<file path="src/rtl/bus_sched_pkg.sv">
// Shared types and helpers for the round-robin packet bus scheduler.
package bus_sched_pkg;

    localparam int ID_W = 8;
    localparam logic [ID_W-1:0] BROADCAST = 8'hFF;

    typedef enum logic [1:0] {
        IDLE  = 2'd0,
        POP   = 2'd1,
        DRIVE = 2'd2
    } state_t;

    // Destination ID lives in the top ID_W bits of a packet of width sz.
    // The packet is passed zero-extended so one helper serves any width.
    function automatic logic [ID_W-1:0] dest_of(input logic [255:0] packet,
                                                 input int unsigned sz);
        return ID_W'(packet >> (sz - ID_W));
    endfunction

endpackage

</file>
<file path="src/rtl/rr_pick.sv">
// Round-robin picker: first requester after `last`, wrapping modulo drvrs.
module rr_pick
    import bus_sched_pkg::*;
#(
    parameter int drvrs = 8
) (
    input  logic [drvrs-1:0] req,
    input  logic [ID_W-1:0]  last,
    output logic             valid,
    output logic [ID_W-1:0]  idx
);

    localparam int IW1 = ID_W + 1;

    logic [2*drvrs-1:0] dbl;
    logic [drvrs-1:0]   rot;
    logic [IW1-1:0]     base;
    logic [IW1-1:0]     off;
    logic [IW1-1:0]     sum;

    // Rotate the request vector so bit 0 corresponds to driver last+1.
    always_comb begin
        base = {1'b0, last} + IW1'(1);
        dbl  = {req, req} >> base;
        rot  = dbl[drvrs-1:0];
    end

    // Lowest set bit of the rotated vector, mapped back to a driver index.
    always_comb begin
        valid = |rot;
        off   = '0;
        for (int j = drvrs - 1; j >= 0; j--) begin
            if (rot[j]) off = IW1'(j);
        end
        sum = base + off;
        if (sum >= IW1'(drvrs)) sum = sum - IW1'(drvrs);
        idx = sum[ID_W-1:0];
    end

endmodule

</file>
<file path="src/rtl/bus_rr_sched.sv">
// Round-robin scheduler for the shared packet bus: grants one driver FIFO,
// pops its head packet and pushes it to the addressed receive FIFO(s).
//
//   state | meaning
//   IDLE  | waiting for any pending FIFO; picks next driver after `last`
//   POP   | pop strobe on granted FIFO; head packet captured at end of cycle
//   DRIVE | packet on D_push, push strobes to destination(s) for one cycle
module bus_rr_sched
    import bus_sched_pkg::*;
#(
    parameter int              pckg_sz   = 16,
    parameter int              drvrs     = 8,
    parameter logic [ID_W-1:0] broadcast = BROADCAST
) (
    input  logic                            clk,
    input  logic                            reset,
    input  logic [drvrs-1:0]                pndng,
    input  logic [drvrs-1:0][pckg_sz-1:0]   D_pop,
    output logic [drvrs-1:0]                pop,
    output logic [drvrs-1:0]                push,
    output logic [pckg_sz-1:0]              D_push,
    output logic                            busy,
    output logic [ID_W-1:0]                 grant_id,
    output logic [15:0]                     drop_cnt
);

    localparam int               IW1 = ID_W + 1;
    localparam logic [drvrs-1:0] ONE = drvrs'(1);

    state_t               state, state_nxt;
    logic [ID_W-1:0]      last, last_nxt;
    logic [ID_W-1:0]      grant_nxt;
    logic [drvrs-1:0]     pop_nxt, push_nxt;
    logic [pckg_sz-1:0]   dpush_nxt;
    logic [15:0]          drop_nxt;
    logic [pckg_sz-1:0]   pkt_in;
    logic [ID_W-1:0]      dest;
    logic                 dest_valid;
    logic                 pick_valid;
    logic [ID_W-1:0]      pick_idx;

    rr_pick #(
        .drvrs (drvrs)
    ) u_rr_pick (
        .req   (pndng),
        .last  (last),
        .valid (pick_valid),
        .idx   (pick_idx)
    );

    // Head packet of the granted driver and its destination ID.
    always_comb begin
        pkt_in = '0;
        for (int i = 0; i < drvrs; i++) begin
            if (grant_id == ID_W'(i)) pkt_in = D_pop[i];
        end
        dest       = dest_of(256'(pkt_in), pckg_sz);
        dest_valid = ({1'b0, dest} < IW1'(drvrs));
    end

    // Next-state and next-output decode; strobes default low every cycle.
    always_comb begin
        state_nxt = state;
        last_nxt  = last;
        grant_nxt = grant_id;
        pop_nxt   = '0;
        push_nxt  = '0;
        dpush_nxt = D_push;
        drop_nxt  = drop_cnt;
        case (state)
            IDLE: begin
                if (pick_valid) begin
                    grant_nxt = pick_idx;
                    pop_nxt   = ONE << pick_idx;
                    state_nxt = POP;
                end
            end
            POP: begin
                // Transfer is committed here even if pndng drops this cycle.
                last_nxt  = grant_id;
                dpush_nxt = pkt_in;
                state_nxt = DRIVE;
                if (dest == broadcast) begin
                    push_nxt = ~(ONE << grant_id);
                end else if (dest_valid && (dest != grant_id)) begin
                    push_nxt = ONE << dest;
                end else if (drop_cnt != 16'hFFFF) begin
                    drop_nxt = drop_cnt + 16'd1;
                end
            end
            DRIVE: begin
                state_nxt = IDLE;
            end
            default: begin
                state_nxt = IDLE;
            end
        endcase
    end

    // FSM state register.
    always_ff @(posedge clk or negedge reset) begin
        if (!reset) state <= IDLE;
        else        state <= state_nxt;
    end

    // Registered outputs, RR pointer and drop counter.
    always_ff @(posedge clk or negedge reset) begin
        if (!reset) begin
            last     <= ID_W'(drvrs - 1);
            grant_id <= '0;
            pop      <= '0;
            push     <= '0;
            D_push   <= '0;
            drop_cnt <= '0;
        end else begin
            last     <= last_nxt;
            grant_id <= grant_nxt;
            pop      <= pop_nxt;
            push     <= push_nxt;
            D_push   <= dpush_nxt;
            drop_cnt <= drop_nxt;
        end
    end

    assign busy = (state != IDLE);

endmodule

</file>
<file path="config.mk">
export PLATFORM = sky130hd
export DESIGN_NAME = bus_rr_sched
export DESIGN_NICKNAME = d
export VERILOG_FILES = /design/src/rtl/bus_sched_pkg.sv /design/src/rtl/rr_pick.sv /design/src/rtl/bus_rr_sched.sv
export SDC_FILE = /design/constraint.sdc
export NUM_CORES = 1
export LEC_CHECK = 0
export CELL_PAD_IN_SITES_DETAIL_PLACEMENT = 1
export CELL_PAD_IN_SITES_GLOBAL_PLACEMENT = 1
export CORE_ASPECT_RATIO = 0.6
export CORE_MARGIN = 3
export CORE_UTILIZATION = 35
export DETAILED_ROUTE_END_ITERATION = 6
export GPL_TIMING_DRIVEN = 0
export PLACE_DENSITY_LB_ADDON = 0.1
export SLEW_MARGIN = 20
export SYNTH_ARGS = -nofsm -noshare
export SYNTH_HDL_FRONTEND = slang
export SYNTH_SLANG_ARGS = --single-unit
</file>
<file path="constraint.sdc">
create_clock -name clk -period 15.3 [get_ports clk]
set_clock_uncertainty 0.2 [all_clocks]
set_input_delay 2.295 -clock clk [delete_from_list [all_inputs] [get_ports clk]]
set_output_delay 2.295 -clock clk [all_outputs]
set_load 0.03 [all_outputs]
</file>
==> summary.txt <==
Routing
  • Vias: 5064
  • Number of nets with antenna violations after routing: 0
  • # DRC: 0
  • Avg WL per Cell: 21.4 µm
  • DR iter-0 viols: 346
  • Drt total wl: 19400 µm
  • DR pass1 iterations: 4
  • Drt via density: 5.58

Worst setup path
  • Data required, critical path: 15320 ps
  • Worst path bufs/invs: 2
  • Kind of critical path: input port to register
  • CP Launch Type: input port
  • Critical path's most frequent cell: o21ai_0
  • Slowest cell on the critical path: mux4_2
  • CP top delay family: compound AO/OA/AOI/OAI gates
  • CP Cell Sequence: clkdlybuf4s50_1 > mux4_2 > o22ai_1 > nor3_1 > o21ai_0 > or3b_2 > a31oi_1 > o21ai_0 > ha_1 > inv_1 > fa_1 > nand3_1 > a32oi_1 > ha_1 > nor4b_1 > o221ai_1 > a21oi_1 > o21ai_0 > nor4_1
  • Worst-path fanout max: 6
  • Worst EP arrival: 7560 ps
  • Endpoint class of the critical path: register
  • Critical path's largest stage delay: 520 ps

Synth
  • Number of library cell types mapped by synthesis: 62
  • EDFF count, synth: 0
  • Post-synth top flop: dfrtp_1
  • Mapped Area: 4930 µm²
  • Largest family of logic cells by synthesized area: multiplexers
  • Multiplexer area fraction after synthesis: 21.5%
  • Post-Synth Simple-Gate Area: 21.4%
  • Syn_area_per_cell: 9.66 µm²
  • Post-Syn Instances: 510
  • Register area share after synthesis: 33.6%
  • Register bit count reported by yosys: 66
  • Synthesized Nets: 654
  • Post-Synth XOR/XNOR Area: 4.44%
  • Synth async-reset ratio: 100%
  • Compound-cell area share of the yosys netlist: 12.4%
  • Synth warn: 0
  • Synth Area in Adders: 1.68%

Clock network
  • Clk sink count: 66
  • Cts repair resizes: 0
  • Post-CTS setup buffer count: 0
  • Worst-Skew Late Latency: 330 ps
  • Hold-fix buffers, CTS: 0
  • H-tree Lvls: 3
  • Clock edge transition at the registers on the reported setup and hold paths: 50 ps
  • Clk root buf: clkbuf_16
  • Total CTS buffers: 9
  • TritonCTS clock tree: built
  • Clk buf depth: 2

Finish
  • P&R area growth vs syn: 51.0%
  • Fillers: 1464
  • ANT cells: 0
  • Final Core Density: 56.0%
  • Share of cells above drive strength 1: 11.0%
  • Final Non-Filler Cells: 908
  • Layout Nets: 860
  • Flip-flop and latch area: 1660 µm²
  • Finished layout cell area: 7440 µm²
  • Multi-input logic area: 3030 µm²

Place
  • Post-place instance area: 7120 µm²
  • Port-buffer cells: 194
  • Placed Cells incl. Taps: 892
  • Hpwl dp: 15500 µm
  • Placer congestion estimate: 0.899

Die
  • Row count: 32
  • Core Area: 13300 µm²
  • Die Area: 15600 µm²
  • Die Y-Extent: 97.9 µm
  • IO Pins: 195
  • Initial core utilization: 37.1%
  • Die Wd: 159 µm

Global routing
  • Largest net degree at the start of global routing: 37
  • Number of global-route vias before repair: 5441
  • GRT Total Usage: 24.9%
  • Antenna violations before repair: 0
  • First-pass GRT wire length: 30800 µm
  • Grt ovf: 0

Job
  • MaxCap Viol Count: 0

STA
  • Slew headroom: 36.7%
  • Hold Slack: 280 ps
  • RSZ-0062 raised after global routing: false
  • Fin crit share: 49.3%
  • Fin crit period: 7540 ps
  • Final Hold Fails: 0
  • Fmax achieved: 133 MHz
  • Worst slew pin tran: 950 ps
  • Setup TNS: 0 ps
  • Finish-stage setup viols: 0
  • Max-slew violations: 0

Power and ir drop
  • P_leak: 3.05 nW
  • Power per cell area: 230 nW/µm²
  • Worst vdd ir: 100 µV

Min path
  • Class of the worst hold path: register to register

Outcome
  • Outcome: completed
[cell type report]
| cell class | instances | share of cell area [%] |
|---|---|---|
| Sequential cell | 66 | 22.2 |
| Multi-Input combinational cell | 395 | 40.7 |
| Tap cell | 187 | 3.14 |
| Clock inverter | 5 | 1.04 |
| Clock buffer | 11 | 3.26 |
| Timing Repair Buffer | 195 | 26.3 |
| Inverter | 16 | 0.807 |
| Buffer | 33 | 2.47 |
[where the power goes]
| part | leakage [nW] | total [mW] | internal, mW | switching, mW |
|---|---|---|---|---|
| sequential | 0.870 | 0.281 | 0.231 | 0.0503 |
| clock | 0.156 | 0.224 | 0.147 | 0.0775 |
| combinational | 2.03 | 1.20 | 0.484 | 0.719 |
[sequential cells by signal (all words and copies together), names as in the netlist]
name / count
pop: 8
drop_cnt: 16
push: 8
state: 2
grant_id: 8
D_push: 16
last: 8
[synthesized netlist by cell type (3+ instances only)]
cell / count / share of area [%]
a211oi_1: 7 / 1.1
a21o_1: 4 / 0.61
a21oi_1: 11 / 1.1
a221oi_1: 3 / 0.53
and2_1: 6 / 0.76
and4_1: 6 / 1.1
buf_2: 9 / 0.91
buf_6: 3 / 0.69
clkbuf_1: 17 / 1.3
dfrtp_1: 63 / 32
dfstp_2: 3 / 1.6
ha_1: 5 / 1.3
inv_1: 16 / 1.2
mux2_2: 11 / 2.5
mux2i_1: 31 / 6.3
mux4_1: 4 / 2.1
mux4_2: 22 / 10
nand2_1: 56 / 4.3
nand2b_1: 10 / 1.3
nand3_1: 17 / 1.7
nand4_1: 12 / 1.5
nor2_1: 33 / 2.5
nor2b_1: 8 / 1.0
nor3_1: 21 / 2.1
nor4_1: 12 / 1.5
nor4b_1: 4 / 0.71
o21ai_0: 30 / 3.0
o22a_1: 3 / 0.53
o22ai_1: 11 / 1.4
or4_1: 6 / 0.91
xnor2_1: 9 / 1.6
xor2_1: 16 / 2.8
[path summary, 6_finish.rpt]
kind / from / endpoint / slack, ps / cells after the start
min reg2reg: D_push[2]$_DFFE_PN0P_ / D_push[2]$_DFFE_PN0P_ / 280 / 2
min in group asynchronous: reset / D_push[3]$_DFFE_PN0P_ / 1690 / 1
max: pndng[6] / pop[0]$_DFF_PN0_ / 7760 / 19
min: D_push[2]$_DFFE_PN0P_ / D_push[2]$_DFFE_PN0P_ / 280 / 2
max reg2reg: last[1]$_DFFE_PN1P_ / pop[0]$_DFF_PN0_ / 9270 / 19
max in group asynchronous: reset / last[0]$_DFFE_PN1P_ / 12580 / 2
[metrics by stage]
step / power, mW / worst slack (ps)
6_report: 1.71 / 7760
5_1_grt: 1.84 / 7300
4_1_cts: 1.71 / 7830
3_5_place_dp: 1.48 / 7490
3_3_place_gp: 1.44 / 7790
2_1_floorplan: 1.09 / 8790
[worst register-to-register path, cell delays in order, from the launching register on]
cell and delay, ps:
dfstp_2 630, clkbuf_1 390, mux4_2 410, o22ai_1 170, nor3_1 70, o21ai_0 240
or3b_2 460, a31oi_1 180, o21ai_0 110, ha_1 230, inv_1 90, fa_1 340
nand3_1 120, a32oi_1 370, ha_1 280, nor4b_1 370, o221ai_1 340, a21oi_1 310
o21ai_0 230, nor4_1 350
[layout by cell type, fill, tap and decap left out, types with 3 or more instances in the layout]
cell type        synthesis  layout
clkdlybuf4s50_1          0     193
dfrtp_1                 63      63
nand2_1                 56      56
nor2_1                  33      33
mux2i_1                 31      31
o21ai_0                 30      30
mux4_2                  22      22
nor3_1                  21      21
clkbuf_1                17      18
nand3_1                 17      17
inv_1                   16      16
xor2_1                  16      16
nand4_1                 12      12
nor4_1                  12      12
o22ai_1                 11      11
mux2_2                  11      11
a21oi_1                 11      11
nand2b_1                10      10
buf_2                    9       9
xnor2_1                  9       9
clkbuf_16                0       9
nor2b_1                  8       8
a211oi_1                 7       7
and4_1                   6       6
and2_1                   6       6
or4_1                    6       6
ha_1                     5       5
a21o_1                   4       4
nor4b_1                  4       4
mux4_1                   4       4
o22a_1                   3       3
a221oi_1                 3       3
buf_6                    3       3
dfstp_2                  3       3
[per-layer routing]
layer,up-vias,wire [µm],GRT usage [%]
met5,-,0,0
met3,23,1390,7.21
met1,2502,8990,33.4
met2,202,8800,40.7
met4,0,255,4.91
li1,2337,-,-
[cells by family after synthesis]
kind of cell    Yosys count
xor+xnor                 25
compound gates           91
buf+inv                  49
fa+ha+maj                 6
mux                      70
simple gates            203
flops                    66
No activity file was read; power rests on OpenSTA's default activity.
==> variant 1: new RTL, same flow settings <==
Put one more register stage on the output `drop_cnt`, without a reset. The value now appears one clock later. The other outputs are not delayed to match.
--- a/src/rtl/bus_rr_sched.sv
+++ b/src/rtl/bus_rr_sched.sv
@@ -28,2 +28,4 @@
     localparam logic [drvrs-1:0] ONE = drvrs'(1);
+
+    logic [15:0] drop_cnt_s0;
 
@@ -68,3 +70,3 @@
         dpush_nxt = D_push;
-        drop_nxt  = drop_cnt;
+        drop_nxt  = drop_cnt_s0;
         case (state)
@@ -86,4 +88,4 @@
                     push_nxt = ONE << dest;
-                end else if (drop_cnt != 16'hFFFF) begin
-                    drop_nxt = drop_cnt + 16'd1;
+                end else if (drop_cnt_s0 != 16'hFFFF) begin
+                    drop_nxt = drop_cnt_s0 + 16'd1;
                 end
@@ -113,3 +115,3 @@
             D_push   <= '0;
-            drop_cnt <= '0;
+            drop_cnt_s0 <= '0;
         end else begin
@@ -120,3 +122,3 @@
             D_push   <= dpush_nxt;
-            drop_cnt <= drop_nxt;
+            drop_cnt_s0 <= drop_nxt;
         end
@@ -126,2 +128,6 @@
 
+    always_ff @(posedge clk) begin
+        drop_cnt <= drop_cnt_s0;
+    end
+
 endmodule
Function: changed (Yosys sat finds a counterexample within 4 cycles, from zero or initial values and one cycle with reset low).
==> variant 1 against the unedited design <==
Clock power fell by 5%. Wire length rose by 24%. Worst setup slack improved by 130 ps. Final area rose by 7.0%. Sequential cell count rose by 16. Total power increased by 5.8%. Non-clock buffer count is 11 higher. Critical path type unchanged. Synthesized area increased by 11%.
==> variant 1: results (changes against the unedited design) <==
| Metric | Value |
|---|---|
| Outcome | `complete, no violations` |
| Most used standard cells in the synthesized netlist | `sky130_fd_sc_hd__nand2_1, sky130_fd_sc_hd__nor2_1, sky130_fd_sc_hd__dfrtp_1` |
| Via-to-Cell Ratio | `5.76 (+3.3%)` |
| Worst-case hold slack | `173 ps (-107 ps)` |
| Final weighted congestion in routability-driven placement | `0.919 (+2.3%)` |
| Fmax | `135 MHz (+1.8%)` |
| Critical Path Max Stage Delay | `500 ps (-20 ps)` |
| Via count of the first global-routing pass | `6035 (+11%)` |
| Crit. Startpoint | `pndng[7]` |
| Total sequential power | `0.348 mW (+24%)` |
| Met1 wire length | `11600 um (+30%)` |
| Placement-stage worst setup slack | `7640 ps (+148 ps)` |
| Number of different library cells in the post-synthesis netlist | `74 (+19%)` |
| Hold path startpoint | `drop_cnt_s0[5]` |
| Max rail drop VDD | `0.0000918 V (-8.4%)` |
| R2r worst-path depth | `25 (+6)` |
| Area contributors post-synth | `sky130_fd_sc_hd__dfrtp_1, sky130_fd_sc_hd__nand2_1, sky130_fd_sc_hd__dfxtp_1, sky130_fd_sc_hd__nor2_1, sky130_fd_sc_hd__o21ai_0` |
| Post-CTS Resized | `0 (unchanged)` |
| Area of placed instances | `0.00767 mm2 (+7.8%)` |
| Fillers | `1739 (+19%)` |
| Mean cell area of the mapped netlist | `8.54 um2 (-12%)` |
| Crit-path max FO | `8 (+2)` |
| Reg2Reg Setup Slack | `9160 ps (-110 ps)` |
| Destination of the worst hold path | `drop_cnt[5]` |
| Total Wirelength | `24000 um (+24%)` |
| Fraction of registers with async set or reset after synthesis | `0.805 (-0.195)` |
| DR iter-0 viols | `456 (+32%)` |
| Met1 Usage GRT | `0.410 (+0.0761)` |
| P_int | `0.852 mW (-1.2%)` |
| Global-route usage over all layers | `0.272 (+0.0229)` |
| Crit path capture | `pop[7]` |
| Clock slew at the register clock pins of the worst setup and hold paths | `70 ps (+20 ps)` |
| Met2 layer wire length in the routed design | `9870 um (+12%)` |
| Non-filler instance count after layout | `1049 (+16%)` |
| Clock distribution power | `0.212 mW (-5%)` |
| M3 GR Usage | `0.0743 (+0.00227)` |
| Register area share after synthesis | `0.361 (+0.0254)` |
| Standard cell with the maximum stage delay on the critical path | `sky130_fd_sc_hd__mux4_2` |
| Measured slew at the worst slew-check pin | `931 ps (-18.9 ps)` |
| Net count of the mapped netlist | `784 (+20%)` |
| DP Wirelength | `19500 um (+26%)` |
| Area of combinational cells with multiple inputs | `0.00323 mm2 (+6.7%)` |
| Static Leakage | `3.22 nW (+5.4%)` |
| Met2 capacity usage during global routing | `0.390 (-0.0165)` |
-- variant 1: cell types whose count changed after synthesis, moves of 8 or more --
cell,before,now
sky130_fd_sc_hd__mux4_2,22,5
sky130_fd_sc_hd__nand2_1,56,92
sky130_fd_sc_hd__dfxtp_1,0,16
sky130_fd_sc_hd__o221ai_1,2,10
sky130_fd_sc_hd__o21ai_0,30,39
sky130_fd_sc_hd__mux2i_1,31,15
sky130_fd_sc_hd__nor2_1,33,67
-- variant 1: area by class of cell --
cell class / instances / area share
multi-input combinational: 497 / 0.406
sequential: 82 / 0.248
timing repair buffer: 195 / 0.246
tap: 198 / 0.0311
clock buffer: 10 / 0.0300
buffer: 44 / 0.0247
inverter: 17 / 0.00801
clock inverter: 6 / 0.00613
-- variant 1: kinds of logic (layout without fill, tap and decap cells) --
group,after synthesis,count (layout),share of synthesized area
simple gates,275,275,0.248
compound gates,156,156,0.209
flops,82,82,0.361
buf+inv,61,272,0.0476
mux,36,36,0.0810
xor+xnor,24,24,0.0384
fa+ha+maj,6,6,0.0151
==> variant 2: new RTL, config.mk and constraints unchanged <==
Made on the original files. `drvrs` is set to 8 in 2 places; all go to 16.
--- a/src/rtl/rr_pick.sv
+++ b/src/rtl/rr_pick.sv
@@ -4,3 +4,3 @@
 #(
-    parameter int drvrs = 8
+    parameter int drvrs = 16
 ) (
--- a/src/rtl/bus_rr_sched.sv
+++ b/src/rtl/bus_rr_sched.sv
@@ -11,3 +11,3 @@
     parameter int              pckg_sz   = 16,
-    parameter int              drvrs     = 8,
+    parameter int              drvrs     = 16,
     parameter logic [ID_W-1:0] broadcast = BROADCAST
Interface: changed (resized D_pop, pndng, pop and push); port bits go from 195 to 347. No check against the original RTL was run, so the function may have changed too.
==> variant 2 against the unedited design <==
Register-to-register slack worse by 1200 ps. Critical endpoint is now pop[9]. Global-route usage is 8.8 points higher. Sequential cell count is 16 higher. Cell count is 71% higher. Worst setup slack worse by 1200 ps. Final area is 59% higher. Wire length is 110% higher. Maximum frequency is 14% lower. Count of clock-buffer cells in the layout is 1 lower. Synthesized area is 56% higher.
Power is left out: it rests on default switching activity, and per cell area and clock period it moved more than threefold.
==> variant 2: results (changes against the unedited design) <==
| Metric | Value |
|---|---|
| Most used standard cells in the synthesized netlist | `sky130_fd_sc_hd__nand2_1, sky130_fd_sc_hd__dfrtp_1, sky130_fd_sc_hd__o21ai_0` |
| Post-synthesis mux area share | `0.172 (-0.0429)` |
| R2r worst-path depth | `24 (+5)` |
| Met2 layer wire length in the routed design | `18500 um (+110%)` |
| Total Wirelength | `41500 um (+110%)` |
| FF-to-FF Start | `last[0]` |
| Reg2Reg Setup Slack | `8040 ps (-1230 ps)` |
| Top delay family on crit path | `compound AO/OA/AOI/OAI gates` |
| Number of different library cells in the post-synthesis netlist | `88 (+42%)` |
| Final weighted congestion in routability-driven placement | `0.963 (+7.1%)` |
| Adder-cell share of the synthesized area | `0.0140 (-0.00279)` |
| Placement-stage worst setup slack | `6400 ps (-1090 ps)` |
| Warnings from Yosys | `0 (unchanged)` |
| Count of input and output buffers | `346 (+78%)` |
| Dpl cells | `1539 (+73%)` |
| Critical Path Max Stage Delay | `490 ps (-30 ps)` |
| Via-to-Cell Ratio | `6.04 (+8.3%)` |
| Latest clock arrival within the worst-skew pair | `350 ps (+20 ps)` |
| Arrival @ worst endpoint | `8770 ps (+1210 ps)` |
| Number of detailed-routing iterations run before antenna repair | `7 (+3)` |
| DP Wirelength | `33700 um (+120%)` |
| Compound-cell area share of the yosys netlist | `0.244 (+0.120)` |
| Proportion of layout cells with a drive suffix above 1 | `0.113 (+0.00328)` |
| Post-layout min period | `8760 ps (+1220 ps)` |
| Register area share after synthesis | `0.267 (-0.0690)` |
| Relative slew slack | `0.331 (-0.0359)` |
| Non-filler instance count after layout | `1556 (+71%)` |
| Outcome | `complete, no violations` |
| Area contributors post-synth | `sky130_fd_sc_hd__dfrtp_1, sky130_fd_sc_hd__mux4_2, sky130_fd_sc_hd__mux2i_1, sky130_fd_sc_hd__o21ai_0, sky130_fd_sc_hd__nand2_1` |
| Area of placed instances | `0.0115 mm2 (+62%)` |
| Maximum number of pins on one net before global-route repair | `58 (+57%)` |
| Initial antenna violation count | `1 (+1)` |
| DR iter-0 viols | `883 (+160%)` |
| XOR/XNOR Fraction of Synth Area | `0.0296 (-0.0149)` |
| Crit-path max FO | `10 (+4)` |
| Mean cell area of the mapped netlist | `8.44 um2 (-13%)` |
| Endpoint of the worst register-to-register path | `pop[9]` |
| Global-route usage over all layers | `0.337 (+0.0875)` |
| Via count of the first global-routing pass | `9641 (+77%)` |
| Standard cell with the maximum stage delay on the critical path | `sky130_fd_sc_hd__o311ai_0` |
| Fillers | `2471 (+69%)` |
| Met3 Wirelength | `4060 um (+190%)` |
| Met1 wire length | `18100 um (+100%)` |
| First-pass GRT wire length | `60600 um (+97%)` |
| Worst Hold Class | `flip-flop to flip-flop` |
| Net count of the mapped netlist | `1195 (+83%)` |
| Crit. Startpoint | `pndng[3]` |
| Clock slew at the register clock pins of the worst setup and hold paths | `70 ps (+20 ps)` |
| Worst-case hold slack | `285 ps (+4.92 ps)` |
[variant 2: worst min-delay path, delay by kind of cell, from the launching register on]
| kind | cells | cell delay (ps) |
|---|---|---|
| flip-flops | 1 | 350 |
| AO/OA/AOI/OAI | 1 | 60 |
| AND/OR/NAND/NOR | 1 | 50 |
[variant 2: final cells by class]
cell class	instances	area, um2	area share
multi-input combinational	738	5270	0.444
buffer	68	308	0.0259
inverter	25	93.8	0.00791
timing repair buffer	347	3490	0.294
clock inverter	6	73.8	0.00622
tap	279	349	0.0294
sequential	82	2060	0.173
clock buffer	10	229	0.0193
antenna	1	2.50	0.000211
[variant 2: cells by family after synthesis]
| logic type | Yosys count |
|---|---|
| AOI/OAI and AO/OA | 276 |
| xor gates and xnor gates | 26 |
| adders and majority gates | 8 |
| buffers and inverters | 93 |
| DFF | 82 |
| muxes | 96 |
| and+or+nand+nor | 332 |
[variant 2: metal layers]
layer	up-vias	track usage
li1	4179	-
met1	4676	0.461
met4	0	0.0795
met5	-	0
met2	489	0.526
met3	53	0.100
